**config.mk**
```make
export PLATFORM = sky130hd
export DESIGN_NAME = display_hdmi_vga_gen_v3
export DESIGN_NICKNAME = d
export VERILOG_FILES = /design/src/rtl/display_hdmi_vga_gen_v3.sv
export SDC_FILE = /design/constraint.sdc
export NUM_CORES = 1
export LEC_CHECK = 0
export CORE_MARGIN = 1
export CORE_UTILIZATION = 55
export CTS_BUF_LIST = sky130_fd_sc_hd__clkbuf_4
export CTS_CLUSTER_DIAMETER = 200
export DETAILED_ROUTE_END_ITERATION = 10
export PLACE_DENSITY = 0.77
export REMOVE_ABC_BUFFERS = 1
export SLEW_MARGIN = 15
export SYNTH_ARGS = -nofsm -noshare
export SYNTH_HDL_FRONTEND = slang
export SYNTH_SLANG_ARGS = --single-unit
```
**constraint.sdc**
```tcl
create_clock -name in_pclk -period 15.86 [get_ports in_pclk]
set_clock_uncertainty 0.15 [all_clocks]
set_input_delay 2.379 -clock in_pclk [delete_from_list [all_inputs] [get_ports in_pclk]]
set_output_delay 2.379 -clock in_pclk [all_outputs]
set_load 0.03 [all_outputs]
```
**src/rtl/display_hdmi_vga_gen_v3.sv**
```systemverilog
// Programmable raster timing generator for HDMI/VGA style displays.
//
// Ports:
//   in_pclk          pixel clock (only clock)
//   in_rst           synchronous active-high reset
//   in_en            run enable; dropping it finishes the current frame, then idles
//   in_cfg_load      one-cycle pulse capturing all in_cfg_* into the pending set
//   in_cfg_h_*       horizontal sync/back-porch/active/front-porch widths (PW bits)
//   in_cfg_v_*       vertical sync/back-porch/active/front-porch heights (LW bits)
//   in_cfg_p_cnt     pixel-repeat factor, 0 behaves as 1
//   in_cfg_hs_pol    horizontal sync active level
//   in_cfg_vs_pol    vertical sync active level
//   out_x / out_y    active pixel / line index
//   out_valid        pixel strobe (first cycle of each repeated pixel)
//   out_de           data enable
//   out_hs / out_vs  syncs with polarity applied
//   out_sof          start of frame (x=0, y=0)
//   out_cfg_pending  a loaded config waits for the next frame boundary
//   out_cfg_err      one-cycle pulse when a load was rejected
// Counter state reaches the outputs through two register stages.
module display_hdmi_vga_gen_v3 #(
    parameter int unsigned PW     = 14,
    parameter int unsigned LW     = 12,
    parameter int unsigned H_SYNC = 96,
    parameter int unsigned H_BP   = 48,
    parameter int unsigned H_ACT  = 640,
    parameter int unsigned H_FP   = 16,
    parameter int unsigned V_SYNC = 2,
    parameter int unsigned V_BP   = 33,
    parameter int unsigned V_ACT  = 480,
    parameter int unsigned V_FP   = 10,
    parameter int unsigned P_CNT  = 1,
    parameter bit          HS_POL = 1'b0,
    parameter bit          VS_POL = 1'b0
) (
    input  logic          in_pclk,
    input  logic          in_rst,
    input  logic          in_en,
    input  logic          in_cfg_load,
    input  logic [PW-1:0] in_cfg_h_sync,
    input  logic [PW-1:0] in_cfg_h_bp,
    input  logic [PW-1:0] in_cfg_h_act,
    input  logic [PW-1:0] in_cfg_h_fp,
    input  logic [LW-1:0] in_cfg_v_sync,
    input  logic [LW-1:0] in_cfg_v_bp,
    input  logic [LW-1:0] in_cfg_v_act,
    input  logic [LW-1:0] in_cfg_v_fp,
    input  logic [2:0]    in_cfg_p_cnt,
    input  logic          in_cfg_hs_pol,
    input  logic          in_cfg_vs_pol,
    output logic [PW-1:0] out_x,
    output logic [LW-1:0] out_y,
    output logic          out_valid,
    output logic          out_de,
    output logic          out_hs,
    output logic          out_vs,
    output logic          out_sof,
    output logic          out_cfg_pending,
    output logic          out_cfg_err
);
    // Two guard bits: a sum of four fields can need up to width+2 bits.
    localparam int unsigned HW = PW + 2;
    localparam int unsigned VW = LW + 2;

    typedef struct packed {
        logic [PW-1:0] h_sync;
        logic [PW-1:0] h_bp;
        logic [PW-1:0] h_act;
        logic [PW-1:0] h_fp;
        logic [LW-1:0] v_sync;
        logic [LW-1:0] v_bp;
        logic [LW-1:0] v_act;
        logic [LW-1:0] v_fp;
        logic [2:0]    p_cnt;   // always stored as the effective factor (1..7)
        logic          hs_pol;
        logic          vs_pol;
    } cfg_t;

    localparam logic [2:0] P_EFF = (P_CNT == 0) ? 3'd1 : 3'(P_CNT);
    localparam cfg_t PARAM_CFG = '{
        h_sync: PW'(H_SYNC), h_bp: PW'(H_BP), h_act: PW'(H_ACT), h_fp: PW'(H_FP),
        v_sync: LW'(V_SYNC), v_bp: LW'(V_BP), v_act: LW'(V_ACT), v_fp: LW'(V_FP),
        p_cnt: P_EFF, hs_pol: HS_POL, vs_pol: VS_POL
    };

    typedef enum logic [1:0] {StIdle, StRun, StStop} state_e;

    state_e        state_q, state_d;
    cfg_t          act_q, pend_q, in_cfg;
    logic          pend_v_q, err_q;
    logic [PW-1:0] x_q, x_d;
    logic [LW-1:0] y_q, y_d;
    logic [2:0]    rep1_q, rep_d;
    logic [PW-1:0] px1_q, px_d;
    logic [PW-1:0] s1_x;
    logic [LW-1:0] s1_y;
    logic          s1_valid, s1_de, s1_hs, s1_vs, s1_sof;

    // Incoming config validation.
    logic [HW-1:0] in_ht;
    logic [VW-1:0] in_vt;
    logic          in_cfg_ok, load_ok;

    assign in_cfg = '{
        h_sync: in_cfg_h_sync, h_bp: in_cfg_h_bp, h_act: in_cfg_h_act, h_fp: in_cfg_h_fp,
        v_sync: in_cfg_v_sync, v_bp: in_cfg_v_bp, v_act: in_cfg_v_act, v_fp: in_cfg_v_fp,
        p_cnt: (in_cfg_p_cnt == 3'd0) ? 3'd1 : in_cfg_p_cnt,
        hs_pol: in_cfg_hs_pol, vs_pol: in_cfg_vs_pol
    };
    assign in_ht = HW'(in_cfg_h_sync) + HW'(in_cfg_h_bp) + HW'(in_cfg_h_act) + HW'(in_cfg_h_fp);
    assign in_vt = VW'(in_cfg_v_sync) + VW'(in_cfg_v_bp) + VW'(in_cfg_v_act) + VW'(in_cfg_v_fp);
    assign in_cfg_ok = (in_cfg_h_sync != '0) && (in_cfg_h_act != '0) &&
                       (in_cfg_v_sync != '0) && (in_cfg_v_act != '0) &&
                       (in_ht[HW-1:PW] == '0) && (in_vt[VW-1:LW] == '0);
    assign load_ok = in_cfg_load && in_cfg_ok;

    // Active timing boundaries.
    logic [HW-1:0] h_de_start, h_de_end, ht, x_ext;
    logic [VW-1:0] v_de_start, v_de_end, vt, y_ext;
    logic          run, x_last, y_last, frame_last, apply;
    logic          hs_raw, vs_raw, de_raw;

    assign h_de_start = HW'(act_q.h_sync) + HW'(act_q.h_bp);
    assign h_de_end   = h_de_start + HW'(act_q.h_act);
    assign ht         = h_de_end + HW'(act_q.h_fp);
    assign v_de_start = VW'(act_q.v_sync) + VW'(act_q.v_bp);
    assign v_de_end   = v_de_start + VW'(act_q.v_act);
    assign vt         = v_de_end + VW'(act_q.v_fp);
    assign x_ext      = HW'(x_q);
    assign y_ext      = VW'(y_q);

    assign run        = (state_q != StIdle);
    assign x_last     = (x_ext == ht - HW'(1));
    assign y_last     = (y_ext == vt - VW'(1));
    assign frame_last = run && x_last && y_last;
    // Pending config switches in on the frame's last cycle, or immediately when idle.
    assign apply      = pend_v_q && (!run || frame_last);

    assign hs_raw = x_ext < HW'(act_q.h_sync);
    assign vs_raw = y_ext < VW'(act_q.v_sync);
    assign de_raw = run && (x_ext >= h_de_start) && (x_ext < h_de_end) &&
                    (y_ext >= v_de_start) && (y_ext < v_de_end);

    always_comb begin
        state_d = state_q;
        x_d     = x_q;
        y_d     = y_q;
        unique case (state_q)
            StIdle: if (in_en) state_d = StRun;
            StRun:  if (!in_en) state_d = StStop;
            StStop: begin
                if (in_en) state_d = StRun;
                else if (frame_last) state_d = StIdle;
            end
            default: state_d = StIdle;
        endcase
        if (!run) begin
            x_d = '0;
            y_d = '0;
        end else if (x_last) begin
            x_d = '0;
            y_d = y_last ? '0 : y_q + LW'(1);
        end else begin
            x_d = x_q + PW'(1);
        end
    end

    // Repeat phase and pixel index replace n mod P / n div P; both restart on the
    // first active cycle of every line.
    always_comb begin
        rep_d = '0;
        px_d  = '0;
        if (de_raw && (x_ext != h_de_start)) begin
            if (rep1_q == act_q.p_cnt - 3'd1) begin
                rep_d = '0;
                px_d  = px1_q + PW'(1);
            end else begin
                rep_d = rep1_q + 3'd1;
                px_d  = px1_q;
            end
        end
    end

    always_ff @(posedge in_pclk) begin
        if (in_rst) begin
            state_q   <= StIdle;
            x_q       <= '0;
            y_q       <= '0;
            act_q     <= PARAM_CFG;
            pend_q    <= PARAM_CFG;
            pend_v_q  <= 1'b0;
            err_q     <= 1'b0;
            rep1_q    <= '0;
            px1_q     <= '0;
            s1_x      <= '0;
            s1_y      <= '0;
            s1_valid  <= 1'b0;
            s1_de     <= 1'b0;
            s1_hs     <= ~HS_POL;
            s1_vs     <= ~VS_POL;
            s1_sof    <= 1'b0;
            out_x     <= '0;
            out_y     <= '0;
            out_valid <= 1'b0;
            out_de    <= 1'b0;
            out_hs    <= ~HS_POL;
            out_vs    <= ~VS_POL;
            out_sof   <= 1'b0;
        end else begin
            state_q  <= state_d;
            x_q      <= x_d;
            y_q      <= y_d;
            err_q    <= in_cfg_load && !in_cfg_ok;
            if (apply) act_q <= pend_q;
            // A load on the apply edge lands in pending and waits for the next boundary.
            if (load_ok) pend_q <= in_cfg;
            pend_v_q <= load_ok || (pend_v_q && !apply);

            rep1_q   <= rep_d;
            px1_q    <= px_d;
            s1_de    <= de_raw;
            s1_valid <= de_raw && (rep_d == 3'd0);
            s1_x     <= de_raw ? px_d : '0;
            s1_y     <= de_raw ? LW'(y_ext - v_de_start) : '0;
            s1_hs    <= (run && hs_raw) ? act_q.hs_pol : ~act_q.hs_pol;
            s1_vs    <= (run && vs_raw) ? act_q.vs_pol : ~act_q.vs_pol;
            s1_sof   <= run && (x_q == '0) && (y_q == '0);

            out_x     <= s1_x;
            out_y     <= s1_y;
            out_valid <= s1_valid;
            out_de    <= s1_de;
            out_hs    <= s1_hs;
            out_vs    <= s1_vs;
            out_sof   <= s1_sof;
        end
    end

    assign out_cfg_pending = pend_v_q;
    assign out_cfg_err     = err_q;

endmodule

```
==> run metrics, run 1 <==
fin nets=between 2k and 3k; setup TNS=0 ps; Remaining DRCs=0; Hold WS=between 200 and 300 ps; minimum clock period=approximately 8900 ps; max-slew violation count=0; vias per std cell=about 5.6; slowest stage delay, CP=roughly 860 ps; IR drop worst, VDD=between 0.04 and 0.05 mV; FF/Latch Area=between 6000 and 7000 um2; clk slew on worst S/H paths=around 60 ps; RSZ-0062 raised after global routing=no; CTS Buffer Depth=3; switching share of power=a little over a quarter; cts bufs inserted=84; hold-fix buffers at CTS=0; DP Area=about 21000 um2; first-pass GRT wire length=79.8 mm; register area share after synthesis=33.4%; post-CTS sizing=0; Worst Path Required=16270 ps; synthesized area per cell=roughly 8.6 um2; outcome=finished, final reports clean; Distinct cells, synth=~80; Worst slew margin=about a fifth; overall die width=roughly 190 um; Place WS=roughly 7000 ps; max cap viols=0; routed vias=roughly 16k; Area Overhead vs Synth=14.1%; Syn Inst Count=roughly 2.3k; combinational share of power=14.0%; Critical Path Fanout Max=69; largest net degree at the start of global routing=about 110; P_sw=roughly 0.00048 W; fill cell count=slightly below 3k; final setup fails=0; CTS Root Cell=clkbuf_4; Initial Utilization=roughly 56%; Cell Pwr Density=a little over 80 nW/um2; commonest cells after routing, fill and taps aside=dfxtp_1, nand2_1, ha_1; Leak=around 9 nW; routed wire length=just under 50 mm; worst min path class=reg -> reg; synthesized area=19600 um2; Die ar.=~36000 um2; antenna-violating nets left=0; WS Path Type=reg -> reg; internal power=about 0.0013 W; I/O Buffers=about 150; Post-CTS Setup Bufs=0; number of synthesized flops with an enable pin=0; std cell rows=around 70; yosys synthesis warning count=0; core footprint=around 35000 um2; Worst EP arrival=9350 ps; Async S/R FF share, synth=0%; Clock Sinks=327; actual slew at the worst max-slew pin=1190 ps; htree depth=3; final worst slack=slightly below 7000 ps; initial antenna violation count=2; I/O pin count=roughly 150; grt ovf=0; die height=191 um; most common cell after layout, fill and taps aside=dfxtp_1; Clk network pwr share=about 39%; final hold violations=0; Yosys reg bits=between 300 and 400; vias in the first global route=about 16k; dpl hpwl=roughly 38 mm; Setup crit start kind=register; design area=around 22000 um2; average wire per standard cell=about 17 um; Final Cycle Share=56.3%; Worst Setup End Kind=register; Max stage delay cell, worst path=buf_4; Worst-Skew Late Latency=740 ps; Post-synth top flop=dfxtp_1; layout cells sized above 1=6.63%; Worst path most repeated cell=xor2_1; CTS tree=yes; share of power burned in registers=a little under half; Detailed Route Iter0 Violations=about 1.1k; gr usage total=a little over a quarter; routability cong.=0.905; maximum achievable frequency=112 MHz; drt pass-1 iters=5; area occupied by multi-input gates=between 10000 and 15000 um2
-- per-layer routing --
layer	GRT usage, %	share of wire (%)	wire length (um)	vias up
li1	-	-	-	8101
met1	39.5	50	24100	7616
met2	41.6	43	20800	445
met3	3.99	5.1	2480	81
met4	9.51	2.5	1230	0
met5	0	0	0	-
-- registers in the layout, indices dropped and copies added, names as in the netlist, 2 cells and up --
name	flops
act_q	109
pend_q	109
out_x	14
px1_q	14
s1_x	14
x_q	14
out_y	12
s1_y	12
y_q	12
rep1_q	3
state_q	2
-- cell usage after synthesis (21+ instances only) --
cell type / count / share of area, %
dfxtp_1: 327 / 33
nand2_1: 283 / 5.4
ha_1: 203 / 13
nor2_1: 190 / 3.6
a21oi_1: 181 / 4.6
inv_1: 171 / 3.3
mux2i_1: 96 / 4.9
xnor2_1: 86 / 3.8
clkbuf_1: 71 / 1.4
nor3_1: 59 / 1.5
fa_1: 57 / 5.8
nor2b_1: 52 / 1.7
xor2_1: 52 / 2.3
o21ai_0: 48 / 1.2
nand3_1: 45 / 1.2
nor4_1: 41 / 1.3
a21o_1: 33 / 1.3
nand4_1: 28 / 0.89
nand2b_1: 21 / 0.67
-- worst max-delay path: cells and delay by family, from the launching register on --
family | cells | cell delay, ps
multiplexers | 1 | 280
AO/OA/AOI/OAI | 8 | 2040
XOR/XNOR | 4 | 940
buffers and inverters | 3 | 1660
AND/OR/NAND/NOR | 11 | 1920
flip-flops | 1 | 350
adder cells (fa/ha/maj) | 4 | 1360
-- power groups by stage --
stage,logic (W),clock network (W),registers [W]
2_1_floorplan,0.000151,0,0.000862
3_3_place_gp,0.000244,0,0.000863
3_5_place_dp,0.000251,0,0.000864
4_1_cts,0.000253,0.000725,0.000846
5_1_grt,0.000283,0.000774,0.000847
6_report,0.000253,0.000707,0.000846
-- metrics by stage --
stage	utilization [%]	instances	total power, W
finish	64.2	2919	0.00181
global route	64.2	2918	0.00190
CTS	64.2	2915	0.00182
detailed placement	61.2	2779	0.00112
global placement	61.2	2779	0.00111
floorplan	-	2171	0.00101
-- logic make-up after synthesis --
logic type               count (synthesis)  share of synthesized area, %
AND/OR/NAND/NOR                        782                          18.6
adder cells (fa/ha/maj)                262                          18.9
XOR/XNOR                               138                          6.17
flip-flops                             327                          33.4
AO/OA/AOI/OAI                          392                          12.5
multiplexers                            99                          5.08
buffers and inverters                  265                          5.31
-- final cells by class --
cell class                      count  area share, %
Clock inverter                     16          0.610
Multi-Input combinational cell   1673           53.8
Antenna cell                        4         0.0448
Inverter                          171           2.87
Clock buffer                      120           4.03
Sequential cell                   327           29.3
Tap cell                          455           2.55
Timing Repair Buffer              153           6.77
-- path summary, 6_finish.rpt --
path	cells past startpoint	start	slack, ps	endpoint
setup reg to reg	31	act_q[95]	6920	act_q[48]
hold reg to reg	1	s1_vs	270	out_vs
hold / removal	1	s1_vs	270	out_vs
setup / recovery	31	act_q[95]	6920	act_q[48]
Note: power is estimated with default switching activity, not from simulation.
==> inputs of run 2 (changes only) <==
Settings changed: PLACE_DENSITY 0.77 to 0.8.
Clock period 15.86 ns to 7.4 ns, I/O delays scaled along.
==> run metrics, run 2 (synthesis results as in run 1) <==
cts bufs inserted=85; slowest stage delay, CP=410 ps; average wire per standard cell=between 15 and 20 um; Final Power=between 0.003 and 0.004 W; final worst slack=629 ps; routability cong.=0.911; antenna-violating nets left=0; crit-path leading delay family=compound AO/OA/AOI/OAI gates; largest net degree at the start of global routing=about 110; Critical Path Fanout Max=11; worst min path class=reg -> reg; layout cells sized above 1=~7.2%; Worst EP arrival=around 7300 ps; WS Path Type=reg -> reg; Buffers & Inverters on Critical Path=1; Leak=roughly 9.1 nW; gr usage total=between 20 and 30%; CTS Root Cell=clkbuf_4; RSZ-0062 raised after global routing=no; utilization after layout=roughly 65%; drt pass-1 iters=8; Initial Utilization=~56%; Worst path most repeated cell=ha_1; Die ar.=~36000 um2; Worst slew margin=23.3%; vias per std cell=between 5 and 6; htree depth=3; Worst Path Required=roughly 8000 ps; Place WS=between 300 and 400 ps; CTS Buffer Depth=3; outcome=finished, final reports clean; most common cell after layout, fill and taps aside=dfxtp_1; Clock Sinks=327; commonest cells after routing, fill and taps aside=dfxtp_1, nand2_1, ha_1; I/O pin count=~150; clk slew on worst S/H paths=around 70 ps; core footprint=34800 um2; first-pass GRT wire length=a little under 80 mm; maximum achievable frequency=about 150 MHz; Final Cycle Share=91.5%; Largest regs=act_q (109), pend_q (109); routed wire length=around 49 mm; dpl hpwl=roughly 38 mm; grt ovf=0; final hold violations=0; CTS tree=yes; std cell rows=between 60 and 70; I/O Buffers=between 100 and 150; Max stage delay cell, worst path=a31oi_2; initial antenna violation count=1; Cell Pwr Density=approximately 180 nW/um2; Area Overhead vs Synth=15.2%; Detailed Route Iter0 Violations=1298; vias in the first global route=15.8k; fill cell count=roughly 2.8k; die height=between 150 and 200 um; Setup crit start kind=register; final setup fails=0; routed vias=about 16k; Worst-Skew Late Latency=approximately 770 ps; fin nets=approximately 2.8k; actual slew at the worst max-slew pin=roughly 1200 ps; overall die width=between 150 and 200 um; max-slew violation count=0; IR drop worst, VDD=0.122 mV; Remaining DRCs=0; minimum clock period=approximately 6800 ps; Worst Setup End Kind=register; max cap viols=0
-- run 2: cell types whose count changed in the layout (fill, tap and decap cells not counted), sizes merged --
| cell | delta |
|---|---|
| clkinv | +11 |
| clkbuf | -5 |
| bufinv | +2 |
| diode | -3 |
| buf | +11 |
-- run 2: path summary, 6_finish.rpt --
kind              startpoint         endpoint  slack, ps  depth (start not counted)
setup / recovery   act_q[96]  out_cfg_pending        630                         29
hold / removal         s1_vs           out_vs        280                          1
setup reg to reg   act_q[96]  out_cfg_pending        630                         29
hold reg to reg        s1_vs           out_vs        280                          1
-- run 2: layout make-up --
type	count	area, um2	share of cell area (%)
Clock buffer	115	863	3.83
Sequential cell	327	6550	29.0
Multi-Input combinational cell	1673	12100	53.5
Inverter	171	642	2.85
Antenna cell	1	2.50	0.0111
Clock inverter	29	240	1.07
Timing Repair Buffer	164	1630	7.24
Tap cell	455	569	2.52
-- run 2: what timing repair did --
| item | 4_1_cts | 5_1_grt |
|---|---|---|
| hold buffers | 0 | 0 |
| buffers inserted | 0 | 4 |
| setup endpoints to repair | 0 | 134 |
| resized for setup | 0 | 4 |
-- run 2: worst reg2reg max path, delay by kind of cell (launching register included) --
family,cells,cell delay [ps]
compound gates,14,2820
xor+xnor,2,310
fa+ha+maj,3,940
buf+inv,1,200
flops,1,360
simple gates,9,1900
-- run 2: power by group --
group          switching [W]  internal (W)  total (W)
clock               0.000749      0.000864    0.00161
combinational       0.000310      0.000237   0.000547
sequential         0.0000202       0.00179    0.00181
-- run 2: per-layer routing --
layer	vias to the layer above	wire [um]	track usage, %
met5	-	0	0
met4	0	1190	9.45
met3	84	3080	4.53
met2	521	21700	42.3
met1	7649	23500	38.6
li1	8109	-	-
-- run 2: stage by stage --
step	setup TNS (ps)	hold WS [ps]	cells	area [um2]
3_3_place_gp	0	247	2786	21400
3_5_place_dp	0	255	2786	21400
6_report	0	283	2935	22600
2_1_floorplan	-601030	239	2171	19200
5_1_grt	0	284	2935	22600
4_1_cts	0	277	2930	22500
==> inputs of run 3 (changes only) <==
Settings changed: ABC_AREA set to 1, GPL_TIMING_DRIVEN set to 0, PLACE_DENSITY 0.8 to 0.79, RECOVER_POWER set to 100.
==> run metrics, run 3 <==
busiest metal layer after global routing=met2; RSZ-0062 raised after global routing=no; Remaining DRCs=0; post-synthesis mux area share=0%; clk slew on worst S/H paths=approximately 70 ps; Post-Synth XOR/XNOR Area=under 10%; Yosys top cell area share=between 30% and 40%; area leader, netlist=dfxtp_1; combinational family with the most area after synthesis=simple AND/OR/NAND/NOR gates; Distinct cells, synth=48; Simple-Gate Fraction of Synth Area=between 20% and 30%; Syn Inst Count=between 2k and 3k; max-slew violation count=roughly 150; IR drop worst, VDD=0.158 mV; most frequent cell after synthesis=nand2_1; Post-Synth Adder-Cell Area=roughly 17%; WS Path Type=in -> reg; Final Cycle Share=a little over nine tenths; DP Area=about 23000 um2; actual slew at the worst max-slew pin=about 2200 ps; register area share after synthesis=roughly 30%; Global Route met2 Usage=roughly 44%; met1 Usage GRT=38.9%; layout cells sized above 1=5.34%; vias per std cell=around 5.2; Yosys reg bits=roughly 330; cts bufs inserted=89; Leak=11.8 nW; Initial Utilization=56.1%; most frequent cells after synthesis=nand2_1, nor2_1, inv_1, dfxtp_1, nand3_1; Area Overhead vs Synth=13.4%; failing checks=capacitance limit, slew limit; Crit path depth=14; routed vias=about 19k; CTS Buffer Depth=3; crit-path cells=clkdlybuf4s50_1, fa_1, fa_1, ha_1, a21oi_1, nand2_1, xnor2_1, nand4_1, a211oi_4, nand3_1, buf_12, buf_16, nor2_1, nor2_1; Worst Setup End Kind=register; synth top area cells=dfxtp_1, ha_1, nand2_1, nor2_1, inv_1; Placed Cells=around 3.6k; Worst EP arrival=between 7000 and 8000 ps; yosys synthesis warning count=0; maximum achievable frequency=about 140 MHz; utilization after layout=between 60% and 70%; final hold violations=0; Setup crit start kind=primary input; vias in the first global route=roughly 18k; largest net degree at the start of global routing=between 100 and 150; outcome=finished with violations; grt ovf=0; I/O pin count=between 100 and 150; synthesized area=about 21000 um2; routability cong.=roughly 0.93; Post-synth top flop=dfxtp_1; average wire per standard cell=around 15 um; commonest cells after routing, fill and taps aside=nand2_1, nor2_1, inv_1; gr usage total=around 28%; Die ar.=between 30000 and 40000 um2; Largest regs=act_q (109), pend_q (109); final setup fails=0; htree depth=3; hold path cells=2; crit-path leading delay family=simple AND/OR/NAND/NOR gates; antenna-violating nets left=0; Detailed Route Iter0 Violations=1485; final std cells w/o fill=approximately 3.7k; hold-fix buffers at CTS=0; I/O Buffers=around 150; most common cell after layout, fill and taps aside=nand2_1; Place WS=roughly 350 ps; worst min path class=reg -> reg; minimum clock period=slightly above 7000 ps; synthesized area per cell=7.09 um2; Async S/R FF share, synth=0%; Worst Path Required=~7900 ps; GR Layer Usage met3=4.04%; drt pass-1 iters=5; Critical Path Fanout Max=67; CTS tree=yes; overall die width=approximately 200 um; initial antenna violation count=1; max cap viols=3; first-pass GRT wire length=88.1 mm; dpl hpwl=approximately 40 mm; slowest stage delay, CP=~1700 ps; die height=199 um; number of synthesized flops with an enable pin=0; fin nets=between 3k and 4k; Buffers & Inverters on Critical Path=3; Worst slew margin=-45.4%; routed wire length=roughly 55 mm; Register-to-Register Path Depth=35; final worst slack=between 200 and 250 ps; Post-CTS Setup Bufs=0; Worst-Skew Late Latency=slightly below 800 ps; core footprint=37800 um2; std cell rows=71; Max stage delay cell, worst path=nand3_1; CTS Root Cell=clkbuf_4; Cell Pwr Density=281 nW/um2; Clock Sinks=around 330; design area=24100 um2; Compound-Gate Fraction of Synth Area=under 10%; setup TNS=0 ps
==> run 3: cell types whose count changed after synthesis, moves of 22 or more <==
cell / delta
nand2_1: +344
nor2_1: +271
nor4_1: -22
xnor2_1: -51
xor2_1: +22
inv_1: +241
clkbuf_1: -28
nor3_1: -26
nand3_1: +191
nor2b_1: -52
mux2i_1: -96
==> run 3: power breakdown <==
part	internal [W]	total, W	switching (W)
clock network	0.000883	0.00167	0.000786
logic	0.00118	0.00311	0.00193
registers	0.00191	0.00199	0.0000763
total	0.00398	0.00677	0.00279
==> run 3: path summary, 6_finish.rpt <==
check                                      start  slack, ps         to
worst max-delay path            in_cfg_h_act[13]        240  pend_q[5]
worst min-delay path                    s1_y[11]        240  out_y[11]
worst max register to register         act_q[41]        590  act_q[58]
worst min register to register          s1_y[11]        240  out_y[11]
==> run 3: timing repair <==
item	4_1_cts	5_1_grt
gates resized for setup	0	2
endpoints found under the setup margin	0	68
hold endpoints to repair	0	0
==> run 3: layout make-up <==
class	instances	area, um2
Timing Repair Buffer	152	1620
Clock inverter	36	228
Tap cell	511	639
Inverter	417	1570
Multi-Input combinational cell	2145	12600
Antenna cell	1	2.50
Sequential cell	327	6550
Clock buffer	124	931
Fill cell	3475	13700
==> run 3: cell families after synthesis <==
logic type / count (synthesis)
AOI/OAI and AO/OA: 302
xor gates and xnor gates: 110
adders and majority gates: 260
buffers and inverters: 525
DFF: 327
and+or+nand+nor: 1471
==> run 3: per-stage QoR <==
step	hold slack [ps]	power [W]
4_1_cts	242	0.00678
5_1_grt	261	0.00734
3_3_place_gp	243	0.00510
6_report	244	0.00677
3_5_place_dp	242	0.00509
2_1_floorplan	238	0.00443
==> run 3: metal layers <==
layer | part of all wire, % | wire [um]
met3 | 6.4 | 3540
met5 | 0 | 0
met2 | 43 | 23900
met1 | 47 | 26100
met4 | 2.9 | 1590
==> run 3: worst register-to-register path, delay by kind of cell (launching register included) <==
family                   cells  cell delay (ps)
buffers and inverters        6              680
XOR/XNOR                     3              600
AO/OA/AOI/OAI                6             1130
adder cells (fa/ha/maj)      5             1590
flip-flops                   1              390
AND/OR/NAND/NOR             15             2170
